## src/rtl/controle_magnetron_if.sv

```systemverilog
// controle_magnetron_if: button/door/timer levels into the magnetron
// controller and its registered status back out to the datapath/display.
interface controle_magnetron_if;
  logic       startn;
  logic       stopn;
  logic       clearn;
  logic       door_closed;
  logic       timer_done;
  logic       mag_on;
  logic [1:0] state;
  logic       interlock;

  // Front end / test driver side: drives the levels, observes the status
  modport master (
    output startn, stopn, clearn, door_closed, timer_done,
    input  mag_on, state, interlock
  );

  // Controller side
  modport slave (
    input  startn, stopn, clearn, door_closed, timer_done,
    output mag_on, state, interlock
  );
endinterface

```

## src/rtl/controle_magnetron.sv

```systemverilog
// controle_magnetron: magnetron enable controller (IDLE/COOK/PAUSE/DONE).
// Optional macro MAG_SYNC_EN: when defined, every input level passes
// through a 2-flop synchronizer first (3-cycle input-to-output latency);
// when undefined the inputs are decoded directly (1-cycle latency).
// Reset is synchronous, active-low.
module controle_magnetron (
  input  logic                 clk,
  input  logic                 resetn,
  controle_magnetron_if.slave  bus
);

  localparam logic [1:0] IDLE  = 2'b00;
  localparam logic [1:0] COOK  = 2'b01;
  localparam logic [1:0] PAUSE = 2'b10;
  localparam logic [1:0] DONE  = 2'b11;

  logic       startn_s;
  logic       stopn_s;
  logic       clearn_s;
  logic       door_closed_s;
  logic       timer_done_s;
  logic       req_s;
  logic       interlock_s;
  logic [1:0] next_state_s;
  logic [1:0] state_r;
  logic       mag_on_r;
  logic       interlock_r;

`ifdef MAG_SYNC_EN
  // Stage [0] captures the raw level, stage [1] feeds the decoder.
  logic [1:0] startn_sync_r;
  logic [1:0] stopn_sync_r;
  logic [1:0] clearn_sync_r;
  logic [1:0] door_closed_sync_r;
  logic [1:0] timer_done_sync_r;

  // Two-flop synchronizers; reset loads the inactive level of each input
  always_ff @(posedge clk) begin
    if (!resetn) begin
      startn_sync_r      <= 2'b11;
      stopn_sync_r       <= 2'b11;
      clearn_sync_r      <= 2'b11;
      door_closed_sync_r <= 2'b00;
      timer_done_sync_r  <= 2'b00;
    end else begin
      startn_sync_r      <= {startn_sync_r[0],      bus.startn};
      stopn_sync_r       <= {stopn_sync_r[0],       bus.stopn};
      clearn_sync_r      <= {clearn_sync_r[0],      bus.clearn};
      door_closed_sync_r <= {door_closed_sync_r[0], bus.door_closed};
      timer_done_sync_r  <= {timer_done_sync_r[0],  bus.timer_done};
    end
  end

  assign startn_s      = startn_sync_r[1];
  assign stopn_s       = stopn_sync_r[1];
  assign clearn_s      = clearn_sync_r[1];
  assign door_closed_s = door_closed_sync_r[1];
  assign timer_done_s  = timer_done_sync_r[1];
`else
  assign startn_s      = bus.startn;
  assign stopn_s       = bus.stopn;
  assign clearn_s      = bus.clearn;
  assign door_closed_s = bus.door_closed;
  assign timer_done_s  = bus.timer_done;
`endif

  // Start is a level; any blocking condition suppresses it, and holding it
  // lets cooking resume by itself once the block clears.
  assign req_s       = ~startn_s & door_closed_s & ~timer_done_s & stopn_s & clearn_s;
  assign interlock_s = ~startn_s & clearn_s & (~door_closed_s | timer_done_s | ~stopn_s);

  // Next-state decode: clear, then timer expiry, then door/stop, then start
  always_comb begin
    next_state_s = state_r;
    if (!clearn_s) begin
      next_state_s = IDLE;
    end else begin
      case (state_r)
        COOK: begin
          if (timer_done_s) begin
            next_state_s = DONE;
          end else if (!door_closed_s || !stopn_s) begin
            next_state_s = PAUSE;
          end else begin
            next_state_s = COOK;
          end
        end
        IDLE, PAUSE, DONE: begin
          if (req_s) begin
            next_state_s = COOK;
          end else begin
            next_state_s = state_r;
          end
        end
        default: next_state_s = IDLE;
      endcase
    end
  end

  // State and output registers; mag_on is a flop so the door path never
  // reaches the power stage combinationally
  always_ff @(posedge clk) begin
    if (!resetn) begin
      state_r     <= IDLE;
      mag_on_r    <= 1'b0;
      interlock_r <= 1'b0;
    end else begin
      state_r     <= next_state_s;
      mag_on_r    <= (next_state_s == COOK);
      interlock_r <= interlock_s;
    end
  end

  assign bus.state     = state_r;
  assign bus.mag_on    = mag_on_r;
  assign bus.interlock = interlock_r;

endmodule

```

## src/flat_wrapper.sv

```systemverilog
// flat-port wrapper written by rule: the top's interface ports become plain ports
module controle_magnetron_flat 
  (clk, resetn, bus_startn, bus_stopn, bus_clearn, bus_door_closed, bus_timer_done, bus_mag_on, bus_state, bus_interlock);
  controle_magnetron_if bus_i ();
  input  logic clk;
  input  logic resetn;
  input wire logic [$bits(bus_i.startn)-1:0] bus_startn;
  input wire logic [$bits(bus_i.stopn)-1:0] bus_stopn;
  input wire logic [$bits(bus_i.clearn)-1:0] bus_clearn;
  input wire logic [$bits(bus_i.door_closed)-1:0] bus_door_closed;
  input wire logic [$bits(bus_i.timer_done)-1:0] bus_timer_done;
  output wire logic [$bits(bus_i.mag_on)-1:0] bus_mag_on;
  output wire logic [$bits(bus_i.state)-1:0] bus_state;
  output wire logic [$bits(bus_i.interlock)-1:0] bus_interlock;
  assign bus_i.startn = bus_startn;
  assign bus_i.stopn = bus_stopn;
  assign bus_i.clearn = bus_clearn;
  assign bus_i.door_closed = bus_door_closed;
  assign bus_i.timer_done = bus_timer_done;
  assign bus_mag_on = bus_i.mag_on;
  assign bus_state = bus_i.state;
  assign bus_interlock = bus_i.interlock;
  controle_magnetron u_core (.clk(clk), .resetn(resetn), .bus(bus_i));
endmodule
```

## config.mk

```make
export PLATFORM = sky130hd
export DESIGN_NAME = controle_magnetron_flat
export DESIGN_NICKNAME = d
export VERILOG_FILES = /design/src/rtl/controle_magnetron_if.sv /design/src/rtl/controle_magnetron.sv /design/src/flat_wrapper.sv
export SDC_FILE = /design/constraint.sdc
export NUM_CORES = 1
export LEC_CHECK = 0
export CAP_MARGIN = 10
export CORE_AREA = 2 2 39 41
export CTS_CLUSTER_SIZE = 30
export DETAILED_ROUTE_END_ITERATION = 16
export DIE_AREA = 0 0 41 43
export SLEW_MARGIN = 5
export SYNTH_ARGS = -nofsm -noshare
export SYNTH_HDL_FRONTEND = slang
export SYNTH_SLANG_ARGS = --single-unit
export TNS_END_PERCENT = 50
```

## constraint.sdc

```tcl
create_clock -name clk -period 1.68 [get_ports clk]
set_input_delay 0.336 -clock clk [delete_from_list [all_inputs] [get_ports clk]]
set_output_delay 0.336 -clock clk [all_outputs]
set_load 0.01 [all_outputs]
```

==> impl_metrics.yaml <==
pwr:
  intPower_uw: 195
  power_frac_seq_pct: 40.6
  switching_share_pct: 19.2
  ir_drop_v: 0.0000876
  p_total_uw: 241
  clockPowerShare_pct: 48.6
  p_per_area_nw_per_um2: 798
  p_sw_uw: 46.2
  p_leak_uw: 0.000113
  power_frac_comb_pct: 10.9
placement:
  dp_slack_ns: 0.258
  dpl-instance-area_sq_um: 279
  gp_congestion: 0.615
  portBuffers: 10
global_routing:
  overflow: 0
  grt_max_degree: 5
  grtUsageTotal_pct: 6.11
  grt_pass1_wl_um: 634
  antenna_found_initial: 0
  grt_pass1_vias: 178
detailed_routing:
  drc: 0
  drt_iter0_markers: 0
  post_drt_wl_per_cell_um: 8.04
  vias: 173
  routed_wl_um: 370
  final_antenna_net_count: 0
  vias_per_cell: 3.76
  first_pass_iters: 1
min_path:
  hold_end: "u_core.bus.mag_on"
  hp-class: "flip-flop to flip-flop"
  hp-start: "u_core.bus.state[0]"
  holdPathStages: 2
run:
  maxCapViolCount: 0
timing:
  fmax_mhz: 671
  worst_slew_pin_slew_ns: 0.277
  timing.final.hold_violations: 0
  maxSlewHeadroom_pct: 81.3
  clock_skew_ns: 0.00189
  fin_crit_sh_pct: 88.7
  setup_viol_count_final: 0
  finalWorstSetupSlack_ns: 0.190
  fin_crit_ns: 1.49
  rsz0062_at_grt: "no"
  tns_ns: 0
  slew_viol_final: 0
cts:
  htreeDepth: 1
  clkLatencyLatePin_ns: 0.23
  cts_made_buffers: 3
  clkSinkCount: 4
  holdBufCountCts: 0
  cts_resized: 0
  cts_setup_buffers: 0
  cts_tree: "done"
  clk_path_buf_depth: 2
  root_buffer: "clkbuf_4"
  clkTransAtPathRegs_ns: 0.04
critical_path:
  path_class: "flip-flop to output pin"
  cp_max_fo: 4
  rr_endpoint: "u_core.bus.mag_on"
  startpoint_type: "flip-flop"
  cp-end-kind: "output pin"
  critPathBufInv: 1
  crit_family: "buffers and inverters"
  rrSetupSlack_ns: 0.81
  critPathArrivalTime_ns: 1.15
  cp_slowest_stage_delay_ns: 0.55
  required_ns: 1.34
  crit_chain: "clkdlybuf4s50_1"
  cp_slowest_cell: "clkdlybuf4s50_1"
  ff2ff_path_depth: 3
  timing.rr.start: "u_core.bus.state[1]"
yosys:
  yosysTopAreaCellShare_pct: 50.4
  synth.cell_area_sq_um: 159
  yosysWarnings: 0
  synthCells: 17
  syn_nets: 24
  syn_area_per_cell_sq_um: 9.35
  synthTopCellsByCount: "dfxtp_1 (4), nand2_1 (3), o21ai_0 (2)"
  synth_edf_count: 0
  synth_top_area_cell: "dfxtp_1"
  ys_types: 11
  synth-seq-cells: 4
  async_flop_share_pct: 0
  synthFlopType: "dfxtp_1"
  ys_seq_area_share_pct: 50.4
  yosysMostFrequentCell: "dfxtp_1"
  ys_top_cells_by_area: "dfxtp_1 (50%), a211oi_2 (7.9%), nand2_1 (7.1%)"
outcome:
  status: "finished, final reports clean"
floorplanning:
  num_rows: 14
  coreArea_sq_um: 1380
  die_x_um: 41
  start_util_pct: 11.5
  fp.dieArea_sq_um: 1760
  die_h_um: 43
  io_pins: 11
finish:
  layout.nets: 39
  final_util_pct: 21.8
  diodes: 0
  design_area_sq_um: 302
  area_delta_synth_final_pct: 89.8
  final_layout_size_suffix_gt1_share_pct: 16.7
state kept, by name, indices dropped and copies added, names as in the netlist:
signal                cells
u_core.bus.state          2
u_core.bus.interlock      1
u_core.bus.mag_on         1
cell usage in the layout (no fill, tap or decap):
master and n:
clkdlybuf4s50_1 10, dfxtp_1 4, nand2_1 3, clkbuf_4 3, o21ai_0 2, and3b_1 1, nor3_1 1, a21oi_2 1
nor2_1 1, o21bai_1 1, a211oi_2 1, and2_1 1, a21oi_1 1
worst max-delay path by stage:
stage / endpoint / cells past startpoint / start
after floorplan: u_core.bus.state[1] / 3 / bus_timer_done
after global placement: u_core.bus.state[1] / 4 / bus_timer_done
after detailed placement: u_core.bus.state[1] / 4 / bus_timer_done
after CTS: bus_state[1] / 1 / u_core.bus.state[1]
after global routing: bus_state[1] / 1 / u_core.bus.state[1]
final: bus_state[1] / 1 / u_core.bus.state[1]
cell type report:
type / count / area, sq um
well taps: 16 / 20.0
multi-input cells: 13 / 78.8
flip-flops and latches: 4 / 80.1
clock buffers: 3 / 22.5
fillers: 166 / 1080
repair buffers: 10 / 100
worst min-delay path: stages, from the launching register on:
cell and delay, ns:
dfxtp_1 0.32, o21ai_0 0.13, a211oi_2 0.08
per-stage QoR:
| stage | hold WS, ns | std cells |
|---|---|---|
| 6_report | 0.579 | 46 |
| 5_1_grt | 0.619 | 46 |
| 4_1_cts | 0.586 | 46 |
| 3_5_place_dp | 0.581 | 43 |
| 3_3_place_gp | 0.570 | 43 |
| 2_1_floorplan | 0.414 | 17 |
power groups by stage:
stage               combinational [uW]  clock, uW  sequential [uW]
floorplan                         5.81          0              100
global placement                  26.4          0             99.1
detailed placement                26.7          0             99.2
CTS                               26.6        122             97.7
global route                      28.3        137             97.8
finish                            26.1        117             97.7
routing by layer:
layer | global-route usage, % | vias to the layer above | routed length, um
li1 | - | 88 | -
met1 | 2.87 | 80 | 94
met2 | 10.6 | 5 | 246
met3 | 3.14 | 0 | 30
met4 | 8.00 | 0 | 0
met5 | 0 | - | 0
cells by family (layout without fill, tap and decap cells):
logic type	after synthesis	in the layout	share of synthesized area, %
and+or+nand+nor	7	7	22.0
AOI/OAI and AO/OA	6	6	27.6
buffers and inverters	0	13	0
DFF	4	4	50.4
Power figures use the tool's default switching activity.
